<file path="src/rtl/burst_memory_responder.sv">
// burst_memory_responder
// Memory-side responder for the 4-beat x 64-bit burst protocol. A read or
// write request is accepted in IDLE, held for LATENCY cycles, then one
// 256-bit line moves as four beats qualified by resp_o (beat 0 = LSBs).
// The line store is split into four 64-bit-wide arrays, one per beat slice,
// so each beat writes a single narrow RAM and reads use one registered line.
// Optional feature macro: BURST_MEM_GAP_EN inserts a one-cycle gap after
// beats 0..2 so initiators see non-consecutive resp_o strobes.

module burst_memory_responder #(
  parameter int DEPTH_LINES = 16,
  parameter int LATENCY     = 2
) (
  input  logic        clk,
  input  logic        reset_n,
  input  logic [31:0] address_i,
  input  logic        read_i,
  input  logic        write_i,
  input  logic [63:0] burst_i,
  output logic [63:0] burst_o,
  output logic        resp_o
);

  localparam int         IDX_W    = $clog2(DEPTH_LINES);
  localparam logic [3:0] LAT_INIT = 4'(LATENCY);

`ifdef BURST_MEM_GAP_EN
  typedef enum logic [2:0] {
    ST_IDLE = 3'd0,
    ST_WAIT = 3'd1,
    ST_BEAT = 3'd2,
    ST_DONE = 3'd3,
    ST_GAP  = 3'd4
  } state_t;
`else
  typedef enum logic [2:0] {
    ST_IDLE = 3'd0,
    ST_WAIT = 3'd1,
    ST_BEAT = 3'd2,
    ST_DONE = 3'd3
  } state_t;
`endif

  state_t             state_q, state_d;
  logic [3:0]         lat_q, lat_d;
  logic [1:0]         beat_q, beat_d;
  logic               rd_q, rd_d;
  logic [IDX_W-1:0]   idx_q, idx_d;
  logic [63:0]        line_q [4];
  logic               accept;
  logic [IDX_W-1:0]   addr_idx;
  logic               unused_addr_bits;

  assign addr_idx         = address_i[5 +: IDX_W];
  // Offset bits and aliased upper bits carry no meaning for the line index.
  assign unused_addr_bits = ^{address_i[31:5+IDX_W], address_i[4:0]};

  // Next-state logic: request arbitration, latency countdown and beat sequencing.
  always_comb begin
    state_d = state_q;
    lat_d   = lat_q;
    beat_d  = beat_q;
    rd_d    = rd_q;
    idx_d   = idx_q;
    accept  = 1'b0;
    case (state_q)
      ST_IDLE: begin
        if (read_i || write_i) begin
          accept  = 1'b1;
          rd_d    = read_i;           // read wins when both are raised
          idx_d   = addr_idx;
          lat_d   = LAT_INIT;
          beat_d  = 2'd0;
          state_d = (LATENCY > 0) ? ST_WAIT : ST_BEAT;
        end
      end
      ST_WAIT: begin
        lat_d = lat_q - 4'd1;
        if (lat_q <= 4'd1) begin
          state_d = ST_BEAT;
        end
      end
      ST_BEAT: begin
        beat_d = beat_q + 2'd1;
        if (beat_q == 2'd3) begin
          state_d = ST_DONE;
        end else begin
`ifdef BURST_MEM_GAP_EN
          state_d = ST_GAP;
`else
          state_d = ST_BEAT;
`endif
        end
      end
`ifdef BURST_MEM_GAP_EN
      ST_GAP: begin
        state_d = ST_BEAT;
      end
`endif
      ST_DONE: begin
        // Initiator is dropping its request this cycle; ignore it.
        state_d = ST_IDLE;
      end
      default: begin
        state_d = ST_IDLE;
      end
    endcase
  end

  // Control registers; reset returns to IDLE at any point, even mid-burst.
  always_ff @(posedge clk or negedge reset_n) begin
    if (!reset_n) begin
      state_q <= ST_IDLE;
      lat_q   <= 4'd0;
      beat_q  <= 2'd0;
      rd_q    <= 1'b0;
      idx_q   <= '0;
    end else begin
      state_q <= state_d;
      lat_q   <= lat_d;
      beat_q  <= beat_d;
      rd_q    <= rd_d;
      idx_q   <= idx_d;
    end
  end

  // One narrow RAM per beat slice; written during its own beat, read into
  // the line register at request acceptance.
  for (genvar gi = 0; gi < 4; gi++) begin : g_slice
    logic [63:0] mem [DEPTH_LINES];
    logic        slice_we;

    assign slice_we = (state_q == ST_BEAT) && !rd_q && (beat_q == 2'(gi));

    // Write port: beat data lands at the edge that ends the beat.
    always_ff @(posedge clk) begin
      if (slice_we) begin
        mem[idx_q] <= burst_i;
      end
    end

    // Registered read port: snapshot of the slice taken when a request is accepted.
    always_ff @(posedge clk or negedge reset_n) begin
      if (!reset_n) begin
        line_q[gi] <= 64'h0;
      end else if (accept) begin
        line_q[gi] <= mem[addr_idx];
      end
    end
  end

  // Outputs are decoded purely from registered state.
  assign resp_o  = (state_q == ST_BEAT);
  assign burst_o = (resp_o && rd_q) ? line_q[beat_q] : 64'h0;

endmodule

</file>
<file path="config.mk">
export PLATFORM = sky130hd
export DESIGN_NAME = burst_memory_responder
export DESIGN_NICKNAME = d
export VERILOG_FILES = /design/src/rtl/burst_memory_responder.sv
export SDC_FILE = /design/constraint.sdc
export NUM_CORES = 2
export LEC_CHECK = 0
export ABC_AREA = 1
export CAP_MARGIN = 20
export CORE_MARGIN = 1.5
export CORE_UTILIZATION = 30
export CTS_CLUSTER_DIAMETER = 60
export CTS_CLUSTER_SIZE = 28
export DETAILED_ROUTE_END_ITERATION = 8
export SETUP_SLACK_MARGIN = 0.3
export SLEW_MARGIN = 20
export SYNTH_ARGS = -nofsm -noshare
export SYNTH_HDL_FRONTEND = slang
export SYNTH_SLANG_ARGS = --single-unit
export TNS_END_PERCENT = 5
</file>
<file path="constraint.sdc">
create_clock -name clk -period 4.56 [get_ports clk]
set_input_delay 1.14 -clock clk [delete_from_list [all_inputs] [get_ports clk]]
set_output_delay 1.14 -clock clk [all_outputs]
set_load 0.05 [all_outputs]
</file>
==> metrics.txt <==
status complete, no violations; hold bufs inserted after CTS 0; WP buf/inv 3; CP arrival 3.26 ns; Inst Count DP 22100; die width between 700 and 800 um; Critical Path Max Stage Delay just over 0.6 ns; DRC 0; Die Y 766 um; H-tree Lvls 5; CTS buffer count roughly 290; Yosys top cell area share 70.4%; Worst Clk Skew between 0.04 and 0.05 ns; DRT Pass-1 Iters 6; final worst path period share 96.5%; Placed Area ~190000 um^2; Synth Warn # 0; worst slew pin tran roughly 1.2 ns; Reg clk slew, reported paths approximately 0.1 ns; CTS max path bufs 4; Syn Nets ~15000; final instance area just under 200000 um^2; final wirelength 565 mm; Area Overhead vs Synth 13.3%; Critical Path RT 3.42 ns; Seq cells post-synth between 4000 and 5000; Cell variety after synth 23; Overall Global Routing Usage a little under a fifth; initial antenna violation count 45; per-cell routed wire length 25.0 um; GRT overflow 0; fill count around 57000; post-route core utilization ~34%; Placer Congestion 0.801; proportion of synthesized chip area in sequential cells between 70 and 80%; Critical Path Fanout Max between 40 and 50; core area slightly below 600000 um^2; post-route minimum period 4.40 ns; Top delay family on crit path buffers and inverters; Clock Latency Late Sink between 0.9 and 1 ns; first-pass GRT wire length around 800 mm; maximum capacitance violations 0; launch point of the worst path beat_q[0]; f_max roughly 0.23 GHz; Die ar. slightly below 600000 um^2; worst ir drop on vdd ~0.00044 V; Layout Cells excl Fill 22600; Clock Sinks around 4400; IO Pins around 170; worst relative slew slack between 10% and 20%; Synth area leader edfxtp_1; RSZ-0062 raised after global routing yes; Pwr Density 458 nW/um^2; Critical Path Sink Type primary output; CTS tree built; setup bufs post-CTS 0; drt initial violations 15600; CTS Root Cell clkbuf_16; Post-Syn Area per Cell ~12 um^2; layout cells sized above 1 roughly 7.9%; Vias 115000; Place WS roughly 0.90 ns; CP cell instances inv_8 > buf_6 > o21ai_0 > a21oi_2 > buf_12; CP Class register to primary output; Slowest cell on crit path dfrtp_4; fin nets about 15000; Initial Util between 30 and 40%; antenna viol nets, final 0; vias in the first global route 107000; largest net degree at the start of global routing 189; final count of hold timing violations 0; ranking of synthesized cells by area edfxtp_1 (70%), nand2_1 (12%), nand3_1 (9.5%); Mapped Area approximately 170000 um^2; LEAKAGE 0.0700 uW; post-DP HPWL ~290 mm; Worst setup SP type register; Worst Hold Class input port to asynchronous set/reset pin; Pins Over Slew Limit 0; routed vias/inst 5.09; RR Startpoint beat_q[1]; Port Buffer Count 136; setup ws final between 0.15 and 0.2 ns; gate count after technology mapping around 15000; Final Setup Violations 0; row count 280
## final cells by class
type / instances / area, um^2 / area share (%)
diodes: 18 / 45.0 / 0.0228
clock buffers: 322 / 7640 / 3.86
clock inverters: 215 / 2960 / 1.49
inverters: 91 / 394 / 0.199
multi-input cells: 9319 / 40200 / 20.3
flip-flops and latches: 4365 / 130000 / 65.5
well taps: 7755 / 9700 / 4.90
repair buffers: 556 / 7280 / 3.68
## path summary, 6_finish.rpt
check                                         to  slack, ns  cells after the start
setup / recovery                     burst_o[59]       0.16                      5
hold / removal                        line_q[95]       0.20                      1
setup reg to reg           g_slice[1].mem[8][30]       0.88                      6
hold reg to reg                       line_q[12]       0.50                      2
max in group asynchronous            line_q[249]       3.14                      2
min in group clk                      line_q[12]       0.50                      2
## timing repair
item,in CTS,in global routing
endpoints found under the hold margin,0,0
pin swaps,2,0
resized for setup,23,2
cloned,2,0
setup endpoints to repair,51,43
## Yosys cell counts
cell type and number:
nand2_1 5447, edfxtp_1 4096, nand3_1 3319, buf_2 538
nor2_1 333, dfrtp_1 269, clkbuf_1 147, o21ai_0 136
buf_4 116, inv_1 87, buf_1 76, a21oi_1 69
buf_6 53, ha_1 10, buf_12 2, inv_2 2
inv_4 2, a31oi_1 1, buf_8 1, nor3_1 1
o21a_1 1, o21ai_2 1, or2_2 1
## flip-flops by register name, indices dropped and copies added (netlist names)
signal	count
rd_q	1
g_slice.mem	4096
lat_q	4
beat_q	2
state_q	2
line_q	256
idx_q	4
## worst register-to-register path, cell delays in order, from the launching register on
cell and delay, ns:
dfrtp_4 0.57, inv_6 0.23, bufbuf_16 0.41, ha_1 0.20, nand3_2 0.53, nor2_4 0.82
buf_4 0.53
## logic make-up (layout without fill, tap and decap cells)
| kind of cell | Yosys count | in the layout | synth area share (%) |
|---|---|---|---|
| AO/OA/AOI/OAI | 208 | 208 | 0.600 |
| other | 0 | 18 | 0 |
| buffers and inverters | 1024 | 1184 | 3.09 |
| flip-flops | 4365 | 4365 | 74.3 |
| AND/OR/NAND/NOR | 9101 | 9101 | 21.9 |
| adder cells (fa/ha/maj) | 10 | 10 | 0.0717 |
## layer usage
layer  vias up  global-route usage, %  part of all wire (%)
met5         -                      0                     0
met4         0                   5.59                   3.3
met3       918                   3.12                   9.1
met2      5563                   29.8                    46
met1     57700                   25.6                    41
li1      51100                      -                     -
## power by group
part / total (uW) / internal (uW) / switching [uW] / leakage, uW
Clock: 29700 / 14300 / 15300 / 0.00506
Sequential: 46600 / 45400 / 1140 / 0.0402
Combinational: 14500 / 4120 / 10400 / 0.0248
Total: 90700 / 63900 / 26900 / 0.0700
## cells in the final DEF (no fill, tap or decap), types with 50 or more instances in the layout
cell type / n
nor2_4: 66
clkbuf_16: 299
nor2_1: 267
nand2_1: 5446
nand3_1: 3315
a21oi_1: 50
inv_1: 86
dfrtp_1: 267
o21ai_0: 136
buf_4: 258
edfxtp_1: 4096
buf_12: 241
## metrics by stage
| step | setup TNS, ns | hold slack (ns) | total power, uW |
|---|---|---|---|
| 5_1_grt | 0 | 0.184 | 93300 |
| 4_1_cts | 0 | 0.162 | 90900 |
| 2_1_floorplan | -1060.19 | 0.460 | 53800 |
| 3_5_place_dp | 0 | 0.476 | 61500 |
| 3_3_place_gp | 0 | 0.473 | 61400 |
| 6_report | 0 | 0.200 | 90700 |
(Power assumes the default switching activity.)
